[src/rtl/trig_route_ctrl_if.sv]
// Bus between a trigger consumer/configurator and trig_route_ctrl:
// sources and configuration toward the router, conditioned trigger and status back.
interface trig_route_ctrl_if #(
  parameter int pNUM_SRC    = 4,
  parameter int pSEL_WIDTH  = $clog2(pNUM_SRC),
  parameter int pTIME_WIDTH = 16,
  parameter int pCNT_WIDTH  = 16
);
  logic [pNUM_SRC-1:0]    I_trig_src;
  logic [pSEL_WIDTH-1:0]  I_src_sel;
  logic                   I_mode;
  logic [pTIME_WIDTH-1:0] I_min_width;
  logic [pTIME_WIDTH-1:0] I_holdoff;
  logic                   I_count_clr;
  logic                   O_trig_out;
  logic [pCNT_WIDTH-1:0]  O_event_count;
  logic                   O_dropped;
  logic                   O_busy;
  logic                   O_heartbeat;

  modport master (
    output I_trig_src, I_src_sel, I_mode, I_min_width, I_holdoff, I_count_clr,
    input  O_trig_out, O_event_count, O_dropped, O_busy, O_heartbeat
  );

  modport slave (
    input  I_trig_src, I_src_sel, I_mode, I_min_width, I_holdoff, I_count_clr,
    output O_trig_out, O_event_count, O_dropped, O_busy, O_heartbeat
  );
endinterface

[src/rtl/trig_route_ctrl.sv]
// Trigger router/conditioner: source select, level or pulse shaping with holdoff,
// event counter, drop flag, heartbeat. Optional input glitch filter: TRIG_ROUTE_GLITCH_FILTER_EN.
module trig_route_ctrl #(
  parameter int pNUM_SRC    = 4,
  parameter int pSEL_WIDTH  = $clog2(pNUM_SRC),
  parameter int pTIME_WIDTH = 16,
  parameter int pCNT_WIDTH  = 16,
  parameter int pHB_WIDTH   = 23
) (
  input logic              ext_clock,
  input logic              resetn,
  trig_route_ctrl_if.slave bus
);

  localparam logic [pSEL_WIDTH:0]    NUM_SRC_EXT = (pSEL_WIDTH+1)'(pNUM_SRC);
  localparam logic [pTIME_WIDTH-1:0] TIME_ONE    = pTIME_WIDTH'(1);
  localparam logic [pCNT_WIDTH-1:0]  CNT_ONE     = pCNT_WIDTH'(1);
  localparam logic [pHB_WIDTH-1:0]   HB_ONE      = pHB_WIDTH'(1);

  typedef enum logic [1:0] {IDLE, ACTIVE, HOLDOFF} state_t;

  state_t                 state, state_nxt;
  logic                   raw_sel;
  logic                   sel_p0, sel_p1;
  logic                   edge_det;
  logic                   trig, trig_nxt;
  logic [pTIME_WIDTH-1:0] tcnt, tcnt_nxt;
  logic [pTIME_WIDTH-1:0] hold_lat, hold_nxt;
  logic [pTIME_WIDTH-1:0] width_eff;
  logic                   accept, drop;
  logic [pCNT_WIDTH-1:0]  count;
  logic                   dropped;
  logic [pHB_WIDTH-1:0]   hb;

  function automatic logic [pCNT_WIDTH-1:0] sat_inc(input logic [pCNT_WIDTH-1:0] v);
    return (&v) ? v : v + CNT_ONE;
  endfunction

  // Out-of-range select reads as a constant-low source
  always_comb begin
    raw_sel = 1'b0;
    if ({1'b0, bus.I_src_sel} < NUM_SRC_EXT) raw_sel = bus.I_trig_src[bus.I_src_sel];
  end

  // Stage p0: selected source (optionally debounced over two samples)
`ifdef TRIG_ROUTE_GLITCH_FILTER_EN
  logic raw_p0;
  always_ff @(posedge ext_clock or negedge resetn) begin
    if (!resetn) begin
      raw_p0 <= 1'b0;
      sel_p0 <= 1'b0;
    end else begin
      raw_p0 <= raw_sel;
      if (raw_p0 && raw_sel)        sel_p0 <= 1'b1;
      else if (!raw_p0 && !raw_sel) sel_p0 <= 1'b0;
    end
  end
`else
  always_ff @(posedge ext_clock or negedge resetn) begin
    if (!resetn) sel_p0 <= 1'b0;
    else         sel_p0 <= raw_sel;
  end
`endif

  // Stage p1: delayed copy for rising-edge detection
  always_ff @(posedge ext_clock or negedge resetn) begin
    if (!resetn) sel_p1 <= 1'b0;
    else         sel_p1 <= sel_p0;
  end

  assign edge_det  = sel_p0 & ~sel_p1;
  assign width_eff = (bus.I_min_width == '0) ? TIME_ONE : bus.I_min_width;

  always_ff @(posedge ext_clock or negedge resetn) begin
    if (!resetn) state <= IDLE;
    else         state <= state_nxt;
  end

  always_comb begin
    state_nxt = state;
    case (state)
      IDLE:    if (bus.I_mode && edge_det) state_nxt = ACTIVE;
      ACTIVE:  if (tcnt == TIME_ONE) state_nxt = (hold_lat != '0) ? HOLDOFF : IDLE;
      HOLDOFF: if (tcnt == TIME_ONE) state_nxt = IDLE;
      default: state_nxt = IDLE;
    endcase
  end

  // Configuration is captured only when a pulse starts; edges outside IDLE are drops
  always_comb begin
    trig_nxt = 1'b0;
    tcnt_nxt = tcnt;
    hold_nxt = hold_lat;
    accept   = 1'b0;
    drop     = 1'b0;
    case (state)
      IDLE: begin
        if (!bus.I_mode) begin
          trig_nxt = sel_p0;
          accept   = edge_det;
        end else if (edge_det) begin
          trig_nxt = 1'b1;
          tcnt_nxt = width_eff;
          hold_nxt = bus.I_holdoff;
          accept   = 1'b1;
        end
      end
      ACTIVE: begin
        drop = edge_det;
        if (tcnt == TIME_ONE) begin
          trig_nxt = 1'b0;
          tcnt_nxt = hold_lat;
        end else begin
          trig_nxt = 1'b1;
          tcnt_nxt = tcnt - TIME_ONE;
        end
      end
      HOLDOFF: begin
        drop     = edge_det;
        tcnt_nxt = tcnt - TIME_ONE;
      end
      default: trig_nxt = 1'b0;
    endcase
  end

  // Stage p2: registered trigger, timers, counters
  always_ff @(posedge ext_clock or negedge resetn) begin
    if (!resetn) begin
      trig     <= 1'b0;
      tcnt     <= '0;
      hold_lat <= '0;
      count    <= '0;
      dropped  <= 1'b0;
      hb       <= '0;
    end else begin
      trig     <= trig_nxt;
      tcnt     <= tcnt_nxt;
      hold_lat <= hold_nxt;
      if (bus.I_count_clr) begin
        count   <= '0;
        dropped <= 1'b0;
      end else begin
        if (accept) count   <= sat_inc(count);
        if (drop)   dropped <= 1'b1;
      end
      if (!trig) hb <= hb + HB_ONE;
    end
  end

  assign bus.O_trig_out    = trig;
  assign bus.O_event_count = count;
  assign bus.O_dropped     = dropped;
  assign bus.O_busy        = (state != IDLE);
  assign bus.O_heartbeat   = hb[pHB_WIDTH-1];

endmodule

[src/flat_wrapper.sv]
// flat-port wrapper written by rule: the top's interface ports become plain ports
module trig_route_ctrl_flat 
#(
  parameter int pNUM_SRC    = 4,
  parameter int pSEL_WIDTH  = $clog2(pNUM_SRC),
  parameter int pTIME_WIDTH = 16,
  parameter int pCNT_WIDTH  = 16,
  parameter int pHB_WIDTH   = 23
)
  (ext_clock, resetn, bus_I_trig_src, bus_I_src_sel, bus_I_mode, bus_I_min_width, bus_I_holdoff, bus_I_count_clr, bus_O_trig_out, bus_O_event_count, bus_O_dropped, bus_O_busy, bus_O_heartbeat);
  trig_route_ctrl_if #(.pNUM_SRC(pNUM_SRC), .pSEL_WIDTH(pSEL_WIDTH), .pTIME_WIDTH(pTIME_WIDTH), .pCNT_WIDTH(pCNT_WIDTH)) bus_i ();
  input logic ext_clock;
  input logic resetn;
  input wire logic [$bits(bus_i.I_trig_src)-1:0] bus_I_trig_src;
  input wire logic [$bits(bus_i.I_src_sel)-1:0] bus_I_src_sel;
  input wire logic [$bits(bus_i.I_mode)-1:0] bus_I_mode;
  input wire logic [$bits(bus_i.I_min_width)-1:0] bus_I_min_width;
  input wire logic [$bits(bus_i.I_holdoff)-1:0] bus_I_holdoff;
  input wire logic [$bits(bus_i.I_count_clr)-1:0] bus_I_count_clr;
  output wire logic [$bits(bus_i.O_trig_out)-1:0] bus_O_trig_out;
  output wire logic [$bits(bus_i.O_event_count)-1:0] bus_O_event_count;
  output wire logic [$bits(bus_i.O_dropped)-1:0] bus_O_dropped;
  output wire logic [$bits(bus_i.O_busy)-1:0] bus_O_busy;
  output wire logic [$bits(bus_i.O_heartbeat)-1:0] bus_O_heartbeat;
  assign bus_i.I_trig_src = bus_I_trig_src;
  assign bus_i.I_src_sel = bus_I_src_sel;
  assign bus_i.I_mode = bus_I_mode;
  assign bus_i.I_min_width = bus_I_min_width;
  assign bus_i.I_holdoff = bus_I_holdoff;
  assign bus_i.I_count_clr = bus_I_count_clr;
  assign bus_O_trig_out = bus_i.O_trig_out;
  assign bus_O_event_count = bus_i.O_event_count;
  assign bus_O_dropped = bus_i.O_dropped;
  assign bus_O_busy = bus_i.O_busy;
  assign bus_O_heartbeat = bus_i.O_heartbeat;
  trig_route_ctrl #(.pNUM_SRC(pNUM_SRC), .pSEL_WIDTH(pSEL_WIDTH), .pTIME_WIDTH(pTIME_WIDTH), .pCNT_WIDTH(pCNT_WIDTH), .pHB_WIDTH(pHB_WIDTH)) u_core (.ext_clock(ext_clock), .resetn(resetn), .bus(bus_i));
endmodule
[config.mk]
export PLATFORM = sky130hd
export DESIGN_NAME = trig_route_ctrl_flat
export DESIGN_NICKNAME = d
export VERILOG_FILES = /design/src/rtl/trig_route_ctrl_if.sv /design/src/rtl/trig_route_ctrl.sv /design/src/flat_wrapper.sv
export SDC_FILE = /design/constraint.sdc
export NUM_CORES = 1
export LEC_CHECK = 0
export CELL_PAD_IN_SITES_DETAIL_PLACEMENT = 1
export CELL_PAD_IN_SITES_GLOBAL_PLACEMENT = 1
export CORE_AREA = 2 2 121 123
export CTS_CLUSTER_DIAMETER = 60
export DETAILED_ROUTE_END_ITERATION = 6
export DIE_AREA = 0 0 123 125
export PLACE_DENSITY_LB_ADDON = 0.25
export SYNTH_ARGS = -nofsm -noshare
export SYNTH_HDL_FRONTEND = slang
export SYNTH_SLANG_ARGS = --single-unit
[constraint.sdc]
create_clock -name ext_clock -period 2.3 [get_ports ext_clock]
set_input_delay 0.345 -clock ext_clock [delete_from_list [all_inputs] [get_ports ext_clock]]
set_output_delay 0.345 -clock ext_clock [all_outputs]
set_load 0.01 [all_outputs]
# Word level (Yosys, flattened, before mapping)
# Index checks and enable logic that the tools add are counted.
# word_totals
word_cells	62
out_inout_bits	20
input_bits	42
ff_bits	77
# classes
muxes	24
magnitude_cmp	1
add_sub_neg	3
n_eq_ne	9
reduce_logical	14
bitwise	2
# ops
cell	n
two-way mux 16 bit	7
one-hot mux 16 bit (3 select lines)	1
adder 23 x 1 -> 23 bit, second input constant	1
adder 16 x 1 -> 16 bit, second input constant	1
equality test 16 x 1 -> 1 bit, second input constant	1
logical NOT 16 bit	1
AND reduction 16 bit	1
nonzero test 16 bit	1
subtractor 16 x 1 -> 16 bit, second input constant	1
two-way mux 1 bit	9
AND reduction 3 bit	3
two-way mux 2 bit	4
inequality test 2 x 1 -> 1 bit, second input constant	4
one-hot mux 2 bit (3 select lines)	1
nonzero test 2 bit	3
inequality test 2 bit, second input constant	2
< comparator 2 x 3 -> 1 bit, second input constant	1
nonzero test 3 bit	1
binary-select mux 1 bit (select 2 bit)	1
equality test 2 x 1 -> 1 bit, second input constant	1
equality test 2 bit, second input constant	1
logical NOT 2 bit	1
one-hot mux 1 bit (2 select lines)	1
AND reduction 2 bit	1
other kinds (4)	4

# Depth between registers and ports, before layout
# logic_depth
ltp_word	7
depth_mapped	9
depth_no_buf	7

# Worst setup path before layout
# Ideal clock, no wire load.
# synth_path
path_type	register to register
from	reg u_core.tcnt[1]
to	reg u_core.tcnt[0]
setup_time_ps	133
required_time_ps	2167
path_buffers	1
arrival_ps	2010
setup_slack_ps	157
stages_incl_launch_ff	9
period_less_slack_ps	2143
cell_sequence	dfrtp_1 > inv_1 > ha_1 > or4b_4 > nor4b_4 > a41oi_4 > buf_6 > a221oi_2 > o22ai_1
# synth_via
elab_chain_cells	3
# synth_rtl
element	line_no	source
start: declaration	trig_route_ctrl.sv:27	logic [pTIME_WIDTH-1:0] tcnt, tcnt_nxt;
start signal: assignment	trig_route_ctrl.sv:137	tcnt <= tcnt_nxt;
equality test 16 x 1 -> 1 bit	trig_route_ctrl.sv:110	if (tcnt == TIME_ONE) begin
two-way mux 16 bit	trig_route_ctrl.sv:110	
one-hot mux 16 bit (3 select lines)	trig_route_ctrl.sv:96	case (state)
# No other way between the ends.
# A chain may end at the register's enable or synchronous reset.

# Worst setup path after layout
# layout_path
from	reg u_core.tcnt[1]
to	reg u_core.tcnt[3]
# layout_via
elab_chain_cells	3
word_cells_on_any_way	4
cone_classes	add/sub (1); eq/ne (1); mux (2)
# layout_rtl
element	line_no
subtractor 16 x 1 -> 16 bit / equality test 16 x 1 -> 1 bit (equally long branches)	trig_route_ctrl.sv:115, trig_route_ctrl.sv:120, trig_route_ctrl.sv:110
two-way mux 16 bit	trig_route_ctrl.sv:110
one-hot mux 16 bit (3 select lines) (*)	trig_route_ctrl.sv:96
# Every way passes the cells marked *; elsewhere a longest branch is shown, timed or not.

==> results.sh <==
export IMPL_status="complete, no violations"
export IMPL_hold_ws_ns=0.463
export IMPL_htree_levels=3
export IMPL_post_route_period_util=0.943
export IMPL_synth_fp_nets=479
export IMPL_cts_made_buffers=9
export IMPL_nFillCells=1627
export IMPL_antenna_found_initial=0
export IMPL_vias=3506
export IMPL_crit_path_start_kind="register"
export IMPL_rrSetupSlack_ns=0.13
export IMPL_synth_seq_area_share=0.465
export IMPL_reg2reg_depth=8
export IMPL_netlist_area_mm2=0.00415
export IMPL_syn_inst=430
export IMPL_num_rows=44
export IMPL_port_buffer_count=61
export IMPL_skew_ns=0.00737
export IMPL_fin_nets=558
export IMPL_drt_iter0_markers=164
export IMPL_hp_class="reg -> reg"
export IMPL_layout_min_cycle_time_ns=2.17
export IMPL_setup_slack_ns=0.131
export IMPL_clkSlewWorstSetupHoldPaths_ns=0.06
export IMPL_grt_start_max_net_pins=38
export IMPL_drive_gt1_frac=0.117
export IMPL_worstMarginPinSlew_ns=0.562
export IMPL_crit_path_top_delay_cell="or4b_4"
export IMPL_hold_depth=1
export IMPL_dieArea_mm2=0.0154
export IMPL_yosys_most_used_dff="dfrtp_1"
export IMPL_finalNonFillerCells=698
export IMPL_arrival_ns=2.38
export IMPL_r2r_start="u_core.tcnt[1]"
export IMPL_root_buffer="clkbuf_16"
export IMPL_die_w_um=123
export IMPL_final_cell_mix="dfrtp_1, nand2_1, clkdlybuf4s50_1, nor2_1, nor3_1"
export IMPL_synth_seq_cells=77
export IMPL_placedCellCount=679
export IMPL_synth_edf_count=0
export IMPL_final_antenna_net_count=0
export IMPL_grt_pass1_wl_mm=19.2
export IMPL_routedWlPerCell_um=16.3
export IMPL_maxCapViolCount=0
export IMPL_mostFrequentLayoutCell="dfrtp_1"
export IMPL_start_util=0.292
export IMPL_dr_pass1_iters=4
export IMPL_final_setup_tns_ns=0
export IMPL_ir_drop_mv=0.363
export IMPL_async_reset_ff_frac=1.00
export IMPL_grt_usage=0.158
export IMPL_end_kind="register"
export IMPL_slew_violations=0
export IMPL_avgSynthCellArea_um2=9.64
export IMPL_final_cell_area_mm2=0.00543
export IMPL_vias_per_cell=5.02
export IMPL_pre_cts_ws_ns=0.0419
export IMPL_crit_path_cell_trace="inv_2 -> ha_1 -> or4b_4 -> nor4b_4 -> a41oi_4 -> clkbuf_16 -> a221oi_2 -> nor3_1"
export IMPL_p_leak_uw=0.00233
export IMPL_area_growth_pct=31.0
export IMPL_tritoncts="yes"
export IMPL_hold_start="u_core.hb[19]"
export IMPL_hold_viol_final=0
export IMPL_place_gp_congestion=0.824
export IMPL_place_area_mm2=0.00508
export IMPL_core_mm2=0.0142
export IMPL_critPathKind="reg -> reg"
export IMPL_die_h_um=125
export IMPL_detailed_place_hpwl_mm=8.37
export IMPL_num_antenna_cells=0
export IMPL_max_slew_margin_rel=0.624
export IMPL_first_global_vias=3744
export IMPL_max_stage_delay_ns=0.48
export IMPL_cp_max_fo=5
export IMPL_drc_errors=0
export IMPL_yosys_warnings=0
export IMPL_min_to="u_core.hb[19]"
export IMPL_max_freq_mhz=461
export IMPL_ioPinCount=62
export IMPL_required_ns=2.51
export IMPL_clk_latency_ns=0.33
export IMPL_overflow=0
export IMPL_clock_sinks=77
export IMPL_routed_wl_mm=11.4
export IMPL_p_per_area_mw_per_mm2=906
export IMPL_r2r_end="u_core.tcnt[3]"
export IMPL_synth_cell_types=53
export IMPL_grt_setup_unrepaired="no"
export IMPL_clockBufferDepth=2
export IMPL_timing_final_setup_violations=0
-- kinds of logic after synthesis --
family          count (synthesis)  share of synthesized area
simple gates                  209                      0.261
xor+xnor                       46                     0.0972
mux                             5                     0.0154
fa+ha+maj                       7                     0.0211
flops                          77                      0.465
compound gates                 54                      0.107
buf+inv                        32                     0.0344
-- final cells by class --
type / instances / area, um^2 / area share
flip-flops and latches: 77 / 1930 / 0.355
multi-input cells: 321 / 2110 / 0.389
repair buffers: 86 / 841 / 0.155
well taps: 184 / 230 / 0.0424
clock inverters: 3 / 21.3 / 0.00392
clock buffers: 13 / 250 / 0.0461
inverters: 14 / 52.6 / 0.00967
-- through the flow --
step                 util  total power, uW
floorplan               -             2910
detailed placement  0.358             3540
finish              0.382             4920
CTS                 0.378             4890
global placement    0.358             3490
global route        0.382             5240
-- worst max path at each step --
stage,slack (ns),end,cells past startpoint,startpoint
global route,0.01,u_core.tcnt[0],8,u_core.tcnt[1]
global placement,0.12,u_core.tcnt[3],8,u_core.tcnt[1]
CTS,0.03,u_core.tcnt[4],8,u_core.tcnt[1]
finish,0.13,u_core.tcnt[3],8,u_core.tcnt[1]
detailed placement,0.04,u_core.tcnt[4],8,u_core.tcnt[1]
floorplan,0.16,u_core.tcnt[0],8,u_core.tcnt[1]
-- critical path, delay by kind of cell, from the launching register on --
family / cells / cell delay, ns
DFF: 1 / 0.38
and+or+nand+nor: 3 / 0.83
adders and majority gates: 1 / 0.13
AOI/OAI and AO/OA: 2 / 0.41
buffers and inverters: 2 / 0.28
-- sequential cells by signal (all words and copies together) (netlist names) --
register	count
u_core.sel_p0	1
u_core.bus.O_trig_out	1
u_core.bus.O_dropped	1
u_core.sel_p1	1
u_core.state	2
u_core.hb	23
u_core.bus.O_event_count	16
u_core.hold_lat	16
u_core.tcnt	16
-- synthesized netlist by cell type (all sizes together), types with 6 or more instances --
master | number | area [um^2]
ha | 7 | 87.6
nor2 | 37 | 141
xor2 | 20 | 175
nand2 | 68 | 255
a221oi | 11 | 146
a21oi | 10 | 50.1
and4 | 6 | 52.6
xnor2 | 26 | 228
dfrtp | 77 | 1930
nor3 | 33 | 181
o21ai | 10 | 50.0
inv | 14 | 52.6
o31ai | 6 | 45.0
nor4 | 10 | 62.6
nand4 | 9 | 56.3
and3 | 8 | 50.1
or3 | 6 | 37.5
nand3 | 10 | 50.1
clkbuf | 13 | 48.8
-- layer usage --
metal,GRT usage,wire length [um],vias to the layer above
li1,-,-,1676
met1,0.210,5200,1754
met2,0.259,5590,65
met3,0.0338,395,11
met4,0.0461,161,0
met5,0,0,-
-- timing repair --
| action | CTS | global route |
|---|---|---|
| resized for setup | 0 | 7 |
| hold buffers | 1 | 0 |
| setup buffers | 0 | 1 |
| hold endpoints to repair | 24 | 0 |
| setup endpoints to repair | 0 | 8 |
-- where the power goes --
group	internal [uW]	switching, uW	leakage, uW	total (uW)
Sequential	1700	419	0.000978	2120
Combinational	725	763	0.00122	1490
Clock	762	554	0.000130	1320
Total	3180	1740	0.00233	4920
No activity file was read; power rests on OpenSTA's default activity.
